===== src/rtl/boot_sequencer_if.sv =====
// rtl/boot_sequencer_if.sv - EEPROM read port and bootstrap SRAM write bus driven by boot_sequencer
// master = sequencer side, slave = EEPROM/SRAM side.
interface boot_sequencer_if;
  logic [18:0] EEPROM_ADDR;
  logic [7:0]  EEPROM_DATA;
  logic [7:0]  DATA;
  logic [16:0] ADDR;
  logic        MLU_SLICE_N_WE;
  logic        MLU_LOOKAHEAD_N_WE;
  logic        CONTROL_N_WE;
  logic        N_BOOTED;
  logic        BOOT_ERR;

  modport master (
    output EEPROM_ADDR,
    input  EEPROM_DATA,
    output DATA,
    output ADDR,
    output MLU_SLICE_N_WE,
    output MLU_LOOKAHEAD_N_WE,
    output CONTROL_N_WE,
    output N_BOOTED,
    output BOOT_ERR
  );

  modport slave (
    input  EEPROM_ADDR,
    output EEPROM_DATA,
    input  DATA,
    input  ADDR,
    input  MLU_SLICE_N_WE,
    input  MLU_LOOKAHEAD_N_WE,
    input  CONTROL_N_WE,
    input  N_BOOTED,
    input  BOOT_ERR
  );
endinterface


===== src/rtl/boot_sequencer.sv =====
// rtl/boot_sequencer.sv - power-on EEPROM-to-SRAM loader for MLU slice, MLU lookahead and control tables
// Optional macro BOOT_CHECKSUM_EN: per-region checksum byte verified in CHECK, mismatch latches ERROR.
module boot_sequencer #(
  parameter int SLICE_WORDS     = 131072,
  parameter int LOOKAHEAD_WORDS = 131072,
  parameter int CONTROL_WORDS   = 4096,
  parameter int READ_LATENCY    = 2,
  parameter int STARTUP_CYCLES  = 16
) (
  input  logic             CLK,
  input  logic             RST,
  boot_sequencer_if.master bus
);
  localparam int          STARTUP_N    = (STARTUP_CYCLES < 1) ? 1 : STARTUP_CYCLES;
  localparam logic [15:0] STARTUP_LAST = 16'(STARTUP_N - 1);
  localparam logic [15:0] WAIT_LAST    = 16'(READ_LATENCY - 1);
  localparam logic [1:0]  RG_NONE      = 2'd3;
`ifdef BOOT_CHECKSUM_EN
  localparam logic [15:0] CHECK_LAST   = 16'(READ_LATENCY);
`endif

  typedef enum logic [2:0] {
    ST_STARTUP,
    ST_SETUP,
    ST_WAIT,
    ST_STROBE,
    ST_HOLD,
`ifdef BOOT_CHECKSUM_EN
    ST_CHECK,
    ST_ERROR,
`endif
    ST_DONE
  } state_t;

  function automatic logic [31:0] region_size(input logic [1:0] r);
    case (r)
      2'd0:    return 32'(SLICE_WORDS);
      2'd1:    return 32'(LOOKAHEAD_WORDS);
      2'd2:    return 32'(CONTROL_WORDS);
      default: return 32'd0;
    endcase
  endfunction

  // First non-empty region at or after 'from'; empty regions are skipped outright.
  function automatic logic [1:0] region_from(input logic [2:0] from);
    logic [1:0] found;
    found = RG_NONE;
    for (int i = 2; i >= 0; i--) begin
      if (3'(i) >= from && region_size(2'(i)) != 32'd0) found = 2'(i);
    end
    return found;
  endfunction

  state_t      state_q, state_d;
  logic [15:0] startup_q, startup_d;
  logic [15:0] wait_q, wait_d;
  logic [1:0]  region_q, region_d;
  logic [18:0] eaddr_q, eaddr_d;
  logic [16:0] addr_q, addr_d;
  logic [7:0]  data_q, data_d;
  logic [2:0]  n_we_q, n_we_d;
  logic        n_booted_q, n_booted_d;
`ifdef BOOT_CHECKSUM_EN
  logic [7:0]  sum_q, sum_d, check_sum;
  logic        boot_err_q, boot_err_d;
`endif

  always_comb begin
    state_d    = state_q;
    startup_d  = startup_q;
    wait_d     = wait_q;
    region_d   = region_q;
    eaddr_d    = eaddr_q;
    addr_d     = addr_q;
    data_d     = data_q;
    n_we_d     = 3'b111;
    n_booted_d = 1'b1;
`ifdef BOOT_CHECKSUM_EN
    sum_d      = sum_q;
    check_sum  = sum_q + bus.EEPROM_DATA;
    boot_err_d = 1'b0;
`endif

    case (state_q)
      ST_STARTUP: begin
        if (startup_q == STARTUP_LAST) begin
          region_d = region_from(3'd0);
          state_d  = (region_d == RG_NONE) ? ST_DONE : ST_SETUP;
        end else begin
          startup_d = startup_q + 16'd1;
        end
      end
      ST_SETUP: begin
        state_d = ST_WAIT;
        wait_d  = 16'd0;
      end
      ST_WAIT: begin
        if (wait_q == WAIT_LAST) state_d = ST_STROBE;
        else                     wait_d  = wait_q + 16'd1;
      end
      ST_STROBE: state_d = ST_HOLD;
      ST_HOLD: begin
        // EEPROM address runs on through region ends: the image is contiguous.
        eaddr_d = eaddr_q + 19'd1;
        if ({15'd0, addr_q} == region_size(region_q) - 32'd1) begin
          addr_d = 17'd0;
`ifdef BOOT_CHECKSUM_EN
          state_d = ST_CHECK;
          wait_d  = 16'd0;
`else
          region_d = region_from({1'b0, region_q} + 3'd1);
          state_d  = (region_d == RG_NONE) ? ST_DONE : ST_SETUP;
`endif
        end else begin
          addr_d  = addr_q + 17'd1;
          state_d = ST_SETUP;
        end
      end
`ifdef BOOT_CHECKSUM_EN
      ST_CHECK: begin
        if (wait_q == CHECK_LAST) begin
          if (check_sum != 8'd0) begin
            state_d = ST_ERROR;
          end else begin
            eaddr_d  = eaddr_q + 19'd1;
            sum_d    = 8'd0;
            region_d = region_from({1'b0, region_q} + 3'd1);
            state_d  = (region_d == RG_NONE) ? ST_DONE : ST_SETUP;
          end
        end else begin
          wait_d = wait_q + 16'd1;
        end
      end
      ST_ERROR: state_d = ST_ERROR;
`endif
      ST_DONE: state_d = ST_DONE;
      default: state_d = ST_STARTUP;
    endcase

    // Capture entering the last WAIT cycle so DATA leads the strobe by a full cycle.
    if (state_d == ST_WAIT && wait_d == WAIT_LAST) begin
      data_d = bus.EEPROM_DATA;
`ifdef BOOT_CHECKSUM_EN
      sum_d  = sum_q + bus.EEPROM_DATA;
`endif
    end

    if (state_d == ST_STROBE) begin
      case (region_d)
        2'd0:    n_we_d = 3'b110;
        2'd1:    n_we_d = 3'b101;
        2'd2:    n_we_d = 3'b011;
        default: n_we_d = 3'b111;
      endcase
    end
    n_booted_d = (state_d != ST_DONE);
`ifdef BOOT_CHECKSUM_EN
    boot_err_d = (state_d == ST_ERROR);
`endif
  end

  always_ff @(posedge CLK or posedge RST) begin
    if (RST) begin
      state_q    <= ST_STARTUP;
      startup_q  <= 16'd0;
      wait_q     <= 16'd0;
      region_q   <= 2'd0;
      eaddr_q    <= 19'd0;
      addr_q     <= 17'd0;
      data_q     <= 8'd0;
      n_we_q     <= 3'b111;
      n_booted_q <= 1'b1;
    end else begin
      state_q    <= state_d;
      startup_q  <= startup_d;
      wait_q     <= wait_d;
      region_q   <= region_d;
      eaddr_q    <= eaddr_d;
      addr_q     <= addr_d;
      data_q     <= data_d;
      n_we_q     <= n_we_d;
      n_booted_q <= n_booted_d;
    end
  end

`ifdef BOOT_CHECKSUM_EN
  always_ff @(posedge CLK or posedge RST) begin
    if (RST) begin
      sum_q      <= 8'd0;
      boot_err_q <= 1'b0;
    end else begin
      sum_q      <= sum_d;
      boot_err_q <= boot_err_d;
    end
  end
  assign bus.BOOT_ERR = boot_err_q;
`else
  assign bus.BOOT_ERR = 1'b0;
`endif

  assign bus.EEPROM_ADDR        = eaddr_q;
  assign bus.ADDR               = addr_q;
  assign bus.DATA               = data_q;
  assign bus.MLU_SLICE_N_WE     = n_we_q[0];
  assign bus.MLU_LOOKAHEAD_N_WE = n_we_q[1];
  assign bus.CONTROL_N_WE       = n_we_q[2];
  assign bus.N_BOOTED           = n_booted_q;
endmodule


===== src/flat_wrapper.sv =====
// flat-port wrapper written by rule: the top's interface ports become plain ports
module boot_sequencer_flat 
#(
  parameter int SLICE_WORDS     = 131072,
  parameter int LOOKAHEAD_WORDS = 131072,
  parameter int CONTROL_WORDS   = 4096,
  parameter int READ_LATENCY    = 2,
  parameter int STARTUP_CYCLES  = 16
)
  (CLK, RST, bus_EEPROM_ADDR, bus_EEPROM_DATA, bus_DATA, bus_ADDR, bus_MLU_SLICE_N_WE, bus_MLU_LOOKAHEAD_N_WE, bus_CONTROL_N_WE, bus_N_BOOTED, bus_BOOT_ERR);
  boot_sequencer_if bus_i ();
  input  logic CLK;
  input  logic RST;
  output wire logic [$bits(bus_i.EEPROM_ADDR)-1:0] bus_EEPROM_ADDR;
  input wire logic [$bits(bus_i.EEPROM_DATA)-1:0] bus_EEPROM_DATA;
  output wire logic [$bits(bus_i.DATA)-1:0] bus_DATA;
  output wire logic [$bits(bus_i.ADDR)-1:0] bus_ADDR;
  output wire logic [$bits(bus_i.MLU_SLICE_N_WE)-1:0] bus_MLU_SLICE_N_WE;
  output wire logic [$bits(bus_i.MLU_LOOKAHEAD_N_WE)-1:0] bus_MLU_LOOKAHEAD_N_WE;
  output wire logic [$bits(bus_i.CONTROL_N_WE)-1:0] bus_CONTROL_N_WE;
  output wire logic [$bits(bus_i.N_BOOTED)-1:0] bus_N_BOOTED;
  output wire logic [$bits(bus_i.BOOT_ERR)-1:0] bus_BOOT_ERR;
  assign bus_EEPROM_ADDR = bus_i.EEPROM_ADDR;
  assign bus_i.EEPROM_DATA = bus_EEPROM_DATA;
  assign bus_DATA = bus_i.DATA;
  assign bus_ADDR = bus_i.ADDR;
  assign bus_MLU_SLICE_N_WE = bus_i.MLU_SLICE_N_WE;
  assign bus_MLU_LOOKAHEAD_N_WE = bus_i.MLU_LOOKAHEAD_N_WE;
  assign bus_CONTROL_N_WE = bus_i.CONTROL_N_WE;
  assign bus_N_BOOTED = bus_i.N_BOOTED;
  assign bus_BOOT_ERR = bus_i.BOOT_ERR;
  boot_sequencer #(.SLICE_WORDS(SLICE_WORDS), .LOOKAHEAD_WORDS(LOOKAHEAD_WORDS), .CONTROL_WORDS(CONTROL_WORDS), .READ_LATENCY(READ_LATENCY), .STARTUP_CYCLES(STARTUP_CYCLES)) u_core (.CLK(CLK), .RST(RST), .bus(bus_i));
endmodule

===== config.mk =====
export PLATFORM = sky130hd
export DESIGN_NAME = boot_sequencer_flat
export DESIGN_NICKNAME = d
export VERILOG_FILES = /design/src/rtl/boot_sequencer_if.sv /design/src/rtl/boot_sequencer.sv /design/src/flat_wrapper.sv
export SDC_FILE = /design/constraint.sdc
export NUM_CORES = 1
export LEC_CHECK = 0
export ABC_AREA = 1
export CORE_ASPECT_RATIO = 0.7
export CORE_MARGIN = 2
export CORE_UTILIZATION = 60
export DETAILED_ROUTE_END_ITERATION = 16
export GPL_ROUTABILITY_DRIVEN = 0
export PLACE_DENSITY = 0.85
export SYNTH_ARGS = -nofsm -noshare
export SYNTH_HDL_FRONTEND = slang
export SYNTH_SLANG_ARGS = --single-unit

===== constraint.sdc =====
create_clock -name CLK -period 4.29 [get_ports CLK]
set_input_delay 1.0725 -clock CLK [delete_from_list [all_inputs] [get_ports CLK]]
set_output_delay 1.0725 -clock CLK [all_outputs]
set_load 0.01 [all_outputs]

==> impl_metrics.env <==
export IMPL_max_freq_ghz=0.391
export IMPL_drt_pass1_iterations=4
export IMPL_min_path_type="reg -> reg"
export IMPL_relSlewSlack=0.304
export IMPL_syn_area_sq_um=4660
export IMPL_clockBufferDepth=2
export IMPL_fin_area_sq_um=5530
export IMPL_crit_type="reg -> out"
export IMPL_path_cells="clkdlybuf4s50_1"
export IMPL_syn_instance_count=592
export IMPL_ys_seq_area_frac=0.458
export IMPL_critical_path_buf_inv_count=1
export IMPL_layout_nets=671
export IMPL_drt_iter0_drc=293
export IMPL_instances_no_fill=759
export IMPL_synth_area_leaders="dfrtp_1 44%, nand2_1 12%, inv_1 7.0%, nor2_1 5.8%, xor2_1 5.6%"
export IMPL_cts_root_buf="clkbuf_8"
export IMPL_arrival_ns=1.49
export IMPL_drv_slew=0
export IMPL_grt_pass1_vias=3867
export IMPL_seqCellArea_sq_um=2130
export IMPL_ctsHoldBuffers=0
export IMPL_drv_cap=0
export IMPL_start_util=0.628
export IMPL_synth_edf_count=0
export IMPL_dp_cells=743
export IMPL_grt_usage=0.262
export IMPL_die_area_sq_um=8500
export IMPL_async_flop_share=1.00
export IMPL_worst_path_max_fanout=8
export IMPL_numCtsBuffers=9
export IMPL_dp_hpwl_um=7640
export IMPL_port_buffers=57
export IMPL_syn_area_per_cell_sq_um=7.87
export IMPL_hold_violations=0
export IMPL_wl_per_cell_um=13.4
export IMPL_syn_nets=607
export IMPL_tightest_slew_ns=1.04
export IMPL_hold_ws_ns=0.472
export IMPL_clkTransAtPathRegs_ns=0.09
export IMPL_min_period_ns=2.56
export IMPL_period_share=0.597
export IMPL_fp_dieW_um=109
export IMPL_num_rows=26
export IMPL_cts_resized=0
export IMPL_grt_pass1_wl_um=17500
export IMPL_outcome="finished, final reports clean"
export IMPL_die_h_um=77.7
export IMPL_final_setup_tns_ns=0
export IMPL_synth_top_area_share=0.435
export IMPL_rsz0062_at_grt="false"
export IMPL_layout_common_cells="145 x nand2_1, 86 x inv_1, 81 x dfrtp_1"
export IMPL_drive_above_1_share=0.0862
export IMPL_cpLargestDelayFamily="buffers and inverters"
export IMPL_nFillCells=554
export IMPL_tritoncts="yes"
export IMPL_power_leakage_nw=2.70
export IMPL_ant_nets=0
export IMPL_cts_sinks=85
export IMPL_placed_area_sq_um=5320
export IMPL_num_vias=4090
export IMPL_antenna_found_initial=0
export IMPL_drc=0
export IMPL_p_per_area_nw_per_um2=259
export IMPL_grt_max_degree=63
export IMPL_vdd_drop_max_uv=204
export IMPL_yosysWarnings=0
export IMPL_critPathSlowestCell="clkdlybuf4s50_1"
export IMPL_syn_to_final_growth_pct=18.8
export IMPL_antenna_cells=0
export IMPL_htreeDepth=3
export IMPL_clk_latency_ns=0.35
export IMPL_ys_types=37
export IMPL_required_ns=3.22
export IMPL_cp_start_kind="flip-flop"
export IMPL_grt_ovfl_total=0
export IMPL_ys_ff_latch=85
export IMPL_core_area_sq_um=7420
export IMPL_endpoint_kind="primary output"
export IMPL_yosysTopAreaCell="dfrtp_1"
export IMPL_wl_um=10200
export IMPL_multi_input_area_sq_um=2140
export IMPL_final_util=0.746
export IMPL_io_pins=59
export IMPL_final_setup_viol_count=0
export IMPL_clock_skew_final_ns=0.0116
export IMPL_mostFrequentLayoutCell="nand2_1"
export IMPL_cpPeakStageDelay_ns=0.60
export IMPL_vias_per_cell=5.39
export IMPL_dominantRegCellSynth="dfrtp_1"
export IMPL_cts_setup_buffers=0
==> cells in the mapped netlist (all sizes together), types with 2 or more instances <==
cell,n
nor2,85
nor3,17
a21oi,10
xor2,30
ha,5
nand4,16
buf,5
nand2,150
nand3,53
o21bai,8
inv,91
o21ai,19
o22ai,2
xnor2,6
dfrtp,81
o21a,2
dfstp,4
nor4,3
==> registers in the layout, summed over array words and instances, names as in the netlist <==
signal                  cells
u_core.bus.DATA             8
u_core.n_we_q               3
u_core.wait_q              16
u_core.bus.EEPROM_ADDR     19
u_core.region_q             2
u_core.state_q              3
u_core.startup_q           16
u_core.bus.ADDR            17
u_core.bus.N_BOOTED         1
==> final cells by class <==
type	count	area share
Sequential cell	85	0.385
Clock inverter	6	0.0131
Clock buffer	10	0.0249
Multi-Input combinational cell	410	0.387
Timing Repair Buffer	59	0.106
Inverter	91	0.0619
Tap cell	98	0.0222
==> cell families after synthesis <==
logic type | synth area share
fa+ha+maj | 0.0134
simple gates | 0.322
xor+xnor | 0.0677
other cells | 0.000805
buf+inv | 0.0827
flops | 0.458
compound gates | 0.0561
==> metrics by stage <==
step	setup WS (ns)	power [mW]
3_5_place_dp	1.78	0.865
3_3_place_gp	1.85	0.864
4_1_cts	1.73	1.44
2_1_floorplan	1.03	0.842
6_report	1.73	1.43
5_1_grt	1.52	1.48
==> power by group <==
part,switching [mW],internal [mW],total (mW)
logic,0.0232,0.0180,0.0412
clock network,0.294,0.289,0.583
registers,0.00208,0.804,0.807
==> path summary, 6_finish.rpt <==
check                           slack [ns]  cells past startpoint                                      to                              startpoint
worst max-delay path                  1.73                      1                            bus_ADDR[12]         u_core.bus.ADDR[12]$_DFFE_PP0P_
worst min-delay path                  0.47                      1  u_core.bus.EEPROM_ADDR[18]$_DFFE_PP0P_  u_core.bus.EEPROM_ADDR[18]$_DFFE_PP0P_
worst max register to register        1.76                     11          u_core.bus.DATA[2]$_DFFE_PP0P_             u_core.state_q[2]$_DFF_PP0_
worst min register to register        0.47                      1  u_core.bus.EEPROM_ADDR[18]$_DFFE_PP0P_  u_core.bus.EEPROM_ADDR[18]$_DFFE_PP0P_
max in group asynchronous             2.27                      3         u_core.startup_q[4]$_DFFE_PP0P_                                     RST
min in group asynchronous             1.26                      2          u_core.bus.DATA[3]$_DFFE_PP0P_                                     RST
==> metal layers <==
| metal | up-vias | share of wire | track usage |
|---|---|---|---|
| met3 | 12 | 0.055 | 0.0496 |
| li1 | 1996 | - | - |
| met2 | 125 | 0.46 | 0.417 |
| met5 | - | 0 | 0 |
| met1 | 1957 | 0.48 | 0.366 |
| met4 | 0 | 0.011 | 0.0759 |
(Power assumes the default switching activity.)
